<file path="config.mk">
export PLATFORM = sky130hd
export DESIGN_NAME = rf_wb_arbiter
export DESIGN_NICKNAME = d
export VERILOG_FILES = /design/src/rtl/rf_wb_arbiter.sv
export SDC_FILE = /design/constraint.sdc
export NUM_CORES = 1
export LEC_CHECK = 0
export ABC_AREA = 1
export BUFFER_PORTS_ARGS = -buffer_cell sky130_fd_sc_hd__buf_4
export CORE_MARGIN = 1
export CORE_UTILIZATION = 53
export DETAILED_ROUTE_END_ITERATION = 12
export GPL_TIMING_DRIVEN = 0
export PLACE_DENSITY_LB_ADDON = 0.08
export SYNTH_ARGS = -nofsm -noshare
export SYNTH_HDL_FRONTEND = slang
export SYNTH_SLANG_ARGS = --single-unit
</file>
<file path="constraint.sdc">
create_clock -name clk -period 4.3 [get_ports clk]
set_input_delay 0.215 -clock clk [delete_from_list [all_inputs] [get_ports clk]]
set_output_delay 0.215 -clock clk [all_outputs]
set_load 0.01 [all_outputs]
</file>
<file path="src/rtl/rf_wb_arbiter.sv">
// rf_wb_arbiter: write-back controller for the register file's single write port.
// Round-robin arbitration between the ALU and load paths (valid/ready), a
// registered write port, and a one-bit-per-register pending-write scoreboard
// that decode uses to stall on read-after-write hazards.
module rf_wb_arbiter #(
    parameter int DW = 32,
    parameter int AW = 5
) (
    input  logic               clk,
    input  logic               rst,
    input  logic               issue_valid,
    input  logic [AW-1:0]      issue_rd,
    input  logic [AW-1:0]      rs1_addr,
    input  logic [AW-1:0]      rs2_addr,
    output logic               hazard1,
    output logic               hazard2,
    input  logic               alu_valid,
    input  logic [AW-1:0]      alu_rd,
    input  logic [DW-1:0]      alu_data,
    output logic               alu_ready,
    input  logic               mem_valid,
    input  logic [AW-1:0]      mem_rd,
    input  logic [DW-1:0]      mem_data,
    output logic               mem_ready,
    output logic               wt_en,
    output logic [AW-1:0]      wt_addr,
    output logic [DW-1:0]      wt_data,
    output logic [2**AW-1:0]   busy,
    output logic               wb_err
);

    localparam int NR = 2 ** AW;

    // Which requester wins the next contested cycle.
    typedef enum logic {
        PRIO_ALU = 1'b0,
        PRIO_MEM = 1'b1
    } prio_t;

    prio_t            prio_reg;
    prio_t            prio_next;
    logic             grant_alu;
    logic             grant_mem;
    logic             accept;
    logic [AW-1:0]    acc_rd;
    logic [DW-1:0]    acc_data;

    logic             wt_en_reg;
    logic [AW-1:0]    wt_addr_reg;
    logic [DW-1:0]    wt_data_reg;
    logic [NR-1:0]    busy_reg;
    logic [NR-1:0]    busy_next;
    logic             wb_err_reg;
    logic             wb_err_next;

    // Priority pointer register; only moves after a contested grant.
    always_ff @(posedge clk or posedge rst) begin
        if (rst) begin
            prio_reg <= PRIO_ALU;
        end else begin
            prio_reg <= prio_next;
        end
    end

    // Grant decode: lone requester wins, contention goes to the priority
    // holder and hands priority to the loser. Nothing is granted in reset.
    always_comb begin
        grant_alu = 1'b0;
        grant_mem = 1'b0;
        prio_next = prio_reg;
        if (!rst) begin
            if (alu_valid && mem_valid) begin
                if (prio_reg == PRIO_ALU) begin
                    grant_alu = 1'b1;
                    prio_next = PRIO_MEM;
                end else begin
                    grant_mem = 1'b1;
                    prio_next = PRIO_ALU;
                end
            end else begin
                grant_alu = alu_valid;
                grant_mem = mem_valid;
            end
        end
    end

    assign alu_ready = grant_alu;
    assign mem_ready = grant_mem;
    assign accept    = grant_alu | grant_mem;
    assign acc_rd    = grant_mem ? mem_rd   : alu_rd;
    assign acc_data  = grant_mem ? mem_data : alu_data;

    // Registered write port; r0 writes complete the handshake without a pulse.
    always_ff @(posedge clk or posedge rst) begin
        if (rst) begin
            wt_en_reg   <= 1'b0;
            wt_addr_reg <= '0;
            wt_data_reg <= '0;
        end else begin
            wt_en_reg <= accept && (acc_rd != '0);
            if (accept) begin
                wt_addr_reg <= acc_rd;
                wt_data_reg <= acc_data;
            end
        end
    end

    // Per-register scoreboard next state: an issue sets the bit and beats a
    // simultaneous clear from the committing write; r0 is never tracked.
    generate
        for (genvar gi = 0; gi < NR; gi++) begin : g_busy
            if (gi == 0) begin : g_r0
                assign busy_next[gi] = 1'b0;
            end else begin : g_rn
                assign busy_next[gi] =
                    (issue_valid && (issue_rd == AW'(gi))) ||
                    (busy_reg[gi] && !(wt_en_reg && (wt_addr_reg == AW'(gi))));
            end
        end
    endgenerate

    // An accepted write-back to a nonzero register with no outstanding issue.
    assign wb_err_next = wb_err_reg ||
                         (accept && (acc_rd != '0) && !busy_reg[acc_rd]);

    // Scoreboard and sticky error registers.
    always_ff @(posedge clk or posedge rst) begin
        if (rst) begin
            busy_reg   <= '0;
            wb_err_reg <= 1'b0;
        end else begin
            busy_reg   <= busy_next;
            wb_err_reg <= wb_err_next;
        end
    end

    assign hazard1 = busy_reg[rs1_addr] && (rs1_addr != '0);
    assign hazard2 = busy_reg[rs2_addr] && (rs2_addr != '0);
    assign wt_en   = wt_en_reg;
    assign wt_addr = wt_addr_reg;
    assign wt_data = wt_data_reg;
    assign busy    = busy_reg;
    assign wb_err  = wb_err_reg;

endmodule

</file>
* Word-level counts from Yosys, hierarchy flattened
Cells that the tools add are included.
** Word-level totals
- Register bits after elaboration :: 71
- Output and inout port bits :: 75
- Word-level logic and storage cells :: 253
** Operators by class
- Bitwise operators :: 2
- Reductions and logical operators :: 166
- Magnitude comparators :: 3
- Multiplexer cells :: 14
- Equal/unequal tests :: 62
** Operators by type and width (number)
- $eq A5 B5 Y1 const B :: 32
- $logic_and A1 B1 Y1 :: 98
- $eq A5 B4 Y1 const B :: 16
- $eq A5 B3 Y1 const B :: 8
- $logic_not A1 Y1 :: 32
- $logic_or A1 B1 Y1 :: 32
- $mux W32 :: 1
- $eq A5 B2 Y1 const B :: 4
- $lt A5 B6 Y1 const B :: 3
- $bmux W1 S5 :: 3
- $reduce_bool A5 Y1 :: 3
- $eq A5 B1 Y1 const B :: 2
- $mux W1 :: 9
- $mux W5 :: 1
- $reduce_and A2 Y1 :: 1
- $not A1 Y1 :: 1
- $or A1 B1 Y1 :: 1

* Longest topological paths before layout
Gate-level depths: netlist of run 1.
- Depth in word-level cells :: 9
- Mapped depth :: 14
- Gate-level depth less buffers :: 14

* Worst setup path before layout of run 1
No wires, ideal clock.
- Path type :: input port to flip-flop
- Start :: in rst
- End :: reg wt_data_reg[10] (netlist: wt_data[10])
- Arrival time :: 2.873 ns
- Path buffers :: 2
- Stages :: 8
- Setup slack :: 1.298 ns
- Setup time :: 0.129 ns
- Cell sequence :: inv_1 nand2_1 a21oi_1 nor2_4 inv_2 buf_4 buf_2 a31oi_1
** Between the ends
- Cells in the longest elaborated chain, start to end :: 2
- Elaborated cells between the ends (all ways) :: 4
- Those cells by class :: mux (3); bitwise (1)
** RTL lines
- start, declared :: RTL line 10 : input logic rst,
- $mux W1 :: RTL line 71 : if (!rst) begin
- net alu_ready :: RTL line 20 : output logic alu_ready,
- $or A1 B1 Y1 :: RTL line 89 : assign accept = grant_alu | grant_mem;
- end signal, assigned :: RTL line 103 : wt_data_reg <= acc_data;
- end, declared :: RTL line 50 : logic [DW-1:0] wt_data_reg;
The timed path passes the listed nets, and every way through them passes these cells.
A chain may end at the register's enable or synchronous reset.

* Final worst setup path of run 1
- Start :: reg busy_reg[14] (netlist: busy[14])
- End :: out hazard2
** Between the ends
- Cells in the longest elaborated chain, start to end :: 3
** RTL lines
- start, declared :: RTL line 51 : logic [NR-1:0] busy_reg;
- start signal, assigned :: RTL line 132 : busy_reg <= busy_next;
- $bmux W1 S5 :: RTL line 138 : assign hazard2 = busy_reg[rs2_addr] && (rs2_addr != '0);
- $mux W1 (implied by the code) :: RTL line 138
- $logic_and A1 B1 Y1 :: RTL line 138
- end, declared :: RTL line 16 : output logic hazard2,
Every way passes these cells. The select of a mux whose other input is x is not followed.

==> results.json, run 1 <==
{
  "rsz0062_at_grt": "no",
  "crit_type": "flip-flop to output pin",
  "place_congestion": 0.969,
  "status": "completed",
  "die_w_um": 91.1,
  "ctsResizeCount": 0,
  "viasPerCell": 5.64,
  "ant_nets": 0,
  "clkTransAtPathRegs_ps": 80,
  "required_ps": 4090,
  "leakage_nw": 2.87,
  "grtUsageTotal_pct": 35.8,
  "cts.path.max_buffers": 2,
  "synth_top_area_cell": "dfrtp_1",
  "cts_htree_levels": 3,
  "drive_above_1_share_pct": 26.4,
  "cts.sinks": 71,
  "dp_slack_ps": 1960,
  "hp-class": "input port to asynchronous set/reset pin",
  "wl_per_cell_um": 16.3,
  "critPathMaxFanout": 3,
  "setup_ws_ps": 2290,
  "largest_register_ff_count": 32,
  "synth_cell_types": 29,
  "power_density_mw_per_mm2": 550,
  "timing.setup.tns_ps": 0,
  "synth.net_count": 699,
  "synthCells": 605,
  "portBuffers": 167,
  "cap_violations": 0,
  "netlist_top_cells_area": "dfrtp_1 (42%), nand2_1 (14%), o21ai_0 (12%), nor2_1 (5.5%), a31oi_1 (5.1%)",
  "vias": 5018,
  "netlist.area_leader.share_pct": 42.2,
  "hold_buffers": 0,
  "ir_drop_mv": 0.338,
  "arrival_ps": 1790,
  "syn_to_final_growth_pct": 38.0,
  "fmax_ghz": 0.498,
  "fill_cells": 577,
  "final_core_util_pct": 75.5,
  "overflow": 0,
  "grt_pass1_wl_um": 23200,
  "synth_seq_cells": 71,
  "worst_pin_slew_ps": 871,
  "dp_hpwl_um": 11000,
  "synthesis.area_sq_mm": 0.00421,
  "diodes": 0,
  "dr.pass1.iters": 5,
  "core-area_sq_mm": 0.00769,
  "clock_power_share_pct": 18.2,
  "fin_skew_ps": 15.1,
  "ioPinCount": 169,
  "grt_pass1_vias": 4761,
  "start_util_pct": 54.7,
  "antenna_found_initial": 0,
  "fin_crit_ps": 2010,
  "swShare_pct": 41.8,
  "setup_viol": 0,
  "drt_wl_total_um": 14500,
  "cp-start-kind": "flip-flop",
  "finalCritPeriodShare_pct": 46.7,
  "drc": 0,
  "p_int_w": 0.00186,
  "slew_headroom_pct": 42.0,
  "ys.warnings.count": 0,
  "die_area_sq_mm": 0.00830,
  "power_switching_w": 0.00133,
  "whs_ps": 71.5,
  "power_frac_seq_pct": 38.3,
  "cts_tree": "built",
  "drtIter0Drc": 454,
  "synth-seq-area-share_pct": 42.2,
  "slew_viol_final": 0,
  "pwr-share-comb_pct": 43.5,
  "cts_inserted_buffers": 9,
  "clk_latency_ps": 350,
  "crit_path_end_kind": "output pin",
  "nNetsFinal": 877,
  "synth.avg_cell_area_sq_um": 6.95,
  "die_y_um": 91.1,
  "hold_violations": 0,
  "post_cts_buffers": 0,
  "rows": 32,
  "root_buffer": "clkbuf_8",
  "grt_max_degree": 73
}
[critical path, cell delays in order (launching register included)]
cell,delay [ps]
dfrtp_1,400
inv_1,200
a21oi_1,90
o21ai_0,70
o21ai_0,110
o21ai_0,160
o221ai_1,120
nor2_1,100
nor2_1,40
buf_4,140
[synth_stat cells]
cell type,instances
or2_1,1
o21ai_2,2
conb_1,1
inv_4,1
nand2_2,5
a31oi_1,34
buf_2,6
clkinv_1,1
o21ai_1,1
inv_2,3
nor2_1,62
a21oi_1,27
o211ai_1,2
a32oi_1,1
a41oi_1,1
o21ai_4,1
xor2_1,1
clkbuf_1,15
buf_4,3
inv_1,55
o21ai_0,101
nand2_1,161
o221ai_1,1
nand4_1,1
nand3_1,42
dfrtp_1,71
buf_6,2
nor2_4,2
nand2_4,1
[placed cells by master (no fill, tap or decap), drive strengths merged, types with 4 or more instances in the layout]
cell type,count
nor2,64
nand3,42
nand2,167
clkbuf,26
dfrtp,71
clkinv,4
inv,59
a21oi,27
a31oi,34
buf,178
o21ai,105
[per-stage QoR]
stage / total power, W / std cells / area [sq um]
floorplan: 0.00181 / 605 / 4210
global placement: 0.00254 / 874 / 5590
detailed placement: 0.00259 / 874 / 5590
CTS: 0.00316 / 890 / 5800
global route: 0.00337 / 890 / 5800
finish: 0.00319 / 890 / 5800
[layer usage]
| metal | track usage [%] | part of all wire [%] |
|---|---|---|
| met5 | 0 | 0 |
| met3 | 8.71 | 9.5 |
| met4 | 19.2 | 5.0 |
| met2 | 61.6 | 49 |
| met1 | 41.2 | 36 |
[final cells by class]
cell class,count,area (sq um),area share [%]
multi-input cells,448,2070,35.7
well taps,102,128,2.20
clock buffers,11,131,2.26
clock inverters,5,82.6,1.42
plain buffers,26,131,2.26
inverters,60,230,3.97
flip-flops and latches,71,1780,30.6
repair buffers,167,1250,21.6
[power groups by stage]
stage / combinational (W) / clock [W] / sequential [W]
2_1_floorplan: 0.000590 / 0 / 0.00122
3_3_place_gp: 0.00133 / 0 / 0.00121
3_5_place_dp: 0.00137 / 0 / 0.00122
4_1_cts: 0.00138 / 0.000581 / 0.00121
5_1_grt: 0.00152 / 0.000611 / 0.00124
6_report: 0.00139 / 0.000581 / 0.00122
[final timing paths]
kind	startpoint	to	slack (ps)	cells after the start
max in group asynchronous	rst	busy[26]	3660	2
hold reg to reg	prio_reg	prio_reg	520	1
hold / removal	rst	prio_reg	70	2
min in group clk	mem_data[0]	wt_data[0]	120	3
setup / recovery	busy[14]	hazard2	2290	9
setup reg to reg	prio_reg	wb_err	2480	13
[cells by family (layout without fill, tap and decap cells)]
| family | after synthesis | count (layout) | synth area share, % |
|---|---|---|---|
| simple gates | 275 | 275 | 26.7 |
| compound gates | 171 | 171 | 22.2 |
| buf+inv | 86 | 269 | 8.54 |
| flops | 71 | 71 | 42.2 |
| other cells | 1 | 1 | 0.0891 |
| xor+xnor | 1 | 1 | 0.208 |
Note: power is estimated with default switching activity, not from simulation.
==> run 2, diff against run 1 <==
Settings changed: CORE_UTILIZATION 53 to 44.
Clock period 4.3 ns to 1.8 ns, I/O delays scaled along.
==> run 2 against run 1 <==
The run now ends with setup timing left; sequential power grew 140%; global-route usage shrank 5.8 points; via count grew 2.2%; die area grew 20%; critical endpoint is now wb_err.
==> results.json, run 2 (same netlist as run 1, synthesis figures left out) <==
{
  "postPlaceCellArea_sq_mm": 0.00568,
  "finalCritPeriodShare_pct": 102,
  "crit_type": "input port to flip-flop",
  "cp.buffers_inverters": 3,
  "slew_viol_final": 0,
  "arrival_ps": 2080,
  "crit_path_end_kind": "flip-flop",
  "die_w_um": 99.8,
  "drtIter0Drc": 291,
  "final_common_cell": "buf_4",
  "clk_latency_ps": 350,
  "cts_inserted_buffers": 9,
  "cts.path.max_buffers": 2,
  "wl_per_cell_um": 16.0,
  "grt_max_degree": 41,
  "violations": "setup timing",
  "nNetsFinal": 898,
  "required_ps": 2030,
  "rows": 35,
  "dp_hpwl_um": 11200,
  "die_y_um": 99.8,
  "path_cells": "dlygate4sd3_1, buf_4, nor2_4, nand2_8, buf_12, o21ai_2, nand3_1, nand3_1, nand3_1, nand2_1, nand2_1, nand3_1, nand2_1",
  "viasPerCell": 5.47,
  "die_area_sq_mm": 0.00996,
  "hp-class": "input port to flip-flop",
  "grt_pass1_vias": 4627,
  "setup_viol": 1,
  "drt_wl_total_um": 15000,
  "status": "finished, violations left",
  "crit_family": "buffers and inverters",
  "ir_drop_mv": 0.804,
  "antenna_found_initial": 0,
  "critical_path.most_common_cell": "nand3_1",
  "final_core_util_pct": 66.6,
  "final_cell_mix": "buf_4 (174), nand2_1 (160), o21ai_0 (93)",
  "drive_above_1_share_pct": 29.5,
  "vias": 5126,
  "grt_pass1_wl_um": 23300,
  "cap_violations": 0,
  "slowest_delay_ps": 550,
  "setup_ws_ps": -41.0,
  "power_density_mw_per_mm2": 1270,
  "fin_area_sq_mm": 0.00616,
  "clkTransAtPathRegs_ps": 80,
  "ant_nets": 0,
  "cts_tree": "built",
  "critPathMaxFanout": 11,
  "root_buffer": "clkbuf_8",
  "ioPinCount": 169,
  "fin_skew_ps": 10.5,
  "fmax_ghz": 0.543,
  "dr.pass1.iters": 7,
  "grtUsageTotal_pct": 30.1,
  "cts.sinks": 71,
  "largest_register_ff_count": 32,
  "drc": 0,
  "cp_slowest_cell": "dlygate4sd3_1",
  "overflow": 0,
  "diodes": 0,
  "leakage_nw": 2.97,
  "core-area_sq_mm": 0.00924,
  "place_congestion": 1.01,
  "portBuffers": 167,
  "fin_crit_ps": 1840,
  "cts_htree_levels": 3,
  "cp-start-kind": "input port",
  "hold_violations": 0,
  "syn_to_final_growth_pct": 46.3,
  "start_util_pct": 45.5,
  "rsz0062_at_grt": "yes"
}
-- run 2: changes by cell type in the layout (fill, tap and decap cells not counted), moves of 7 or more --
| cell | previous run | this run |
|---|---|---|
| dlygate4sd3_1 | 0 | 12 |
| inv_1 | 54 | 46 |
| inv_2 | 3 | 11 |
| o21ai_0 | 101 | 93 |
| o21ai_1 | 1 | 8 |
-- run 2: worst paths after layout --
kind | cells past startpoint | from | slack [ps] | end
hold reg to reg | 2 | wb_err | 480 | wb_err
hold / removal | 3 | mem_data[16] | 3 | wt_data[16]
setup reg to reg | 13 | prio_reg | -10 | wb_err
setup / recovery | 13 | rst | -40 | wb_err
max in group asynchronous | 4 | rst | 1150 | busy[9]
min in group asynchronous | 4 | rst | 420 | wt_data[2]
-- run 2: final cells by class --
| cell class | count | area, sq um |
|---|---|---|
| well taps | 129 | 161 |
| multi-input cells | 449 | 2150 |
| clock buffers | 10 | 128 |
| clock inverters | 5 | 83.8 |
| flip-flops and latches | 71 | 1780 |
| inverters | 60 | 231 |
| plain buffers | 26 | 163 |
| repair buffers | 187 | 1460 |
| fillers | 822 | 3080 |
-- run 2: power breakdown --
part           switching, W  internal [W]
combinational       0.00189       0.00160
sequential         0.000761       0.00219
clock              0.000612      0.000776
-- run 2: repair_timing --
| action | in CTS | in global routing |
|---|---|---|
| hold buffers | 13 | 0 |
| gates resized for setup | 5 | 29 |
| pin swaps | 0 | 4 |
| setup buffers | 0 | 6 |
| gates cloned | 0 | 1 |
| endpoints found under the setup margin | 4 | 10 |
| endpoints found under the hold margin | 41 | 0 |
-- run 2: per-stage QoR --
| stage | total power (W) | cells | setup TNS (ps) | worst slack, ps | hold WS (ps) |
|---|---|---|---|---|---|
| final | 0.00783 | 937 | -41.0 | -41.0 | 3.35 |
| after CTS | 0.00764 | 930 | 0 | 4.92 | 0.286 |
| after global routing | 0.00831 | 937 | -220 | -121 | 6.56 |
| after global placement | 0.00615 | 901 | -39360 | -1060 | 354 |
| after detailed placement | 0.00622 | 902 | -9050 | -322 | 280 |
| after floorplan | 0.00435 | 605 | -12440 | -397 | 229 |
-- run 2: layer usage --
metal / global-route usage, % / part of all wire [%] / vias up
met5: 0 / 0 / -
li1: - / - / 2413
met3: 4.81 / 9.6 / 25
met4: 9.95 / 1.8 / 0
met2: 45.0 / 45 / 277
met1: 44.4 / 43 / 2411
-- run 2: tightest hold or removal path, cell delays in order --
cell and delay [ps]:
buf_4 110, nand2_1 50, a31oi_1 70
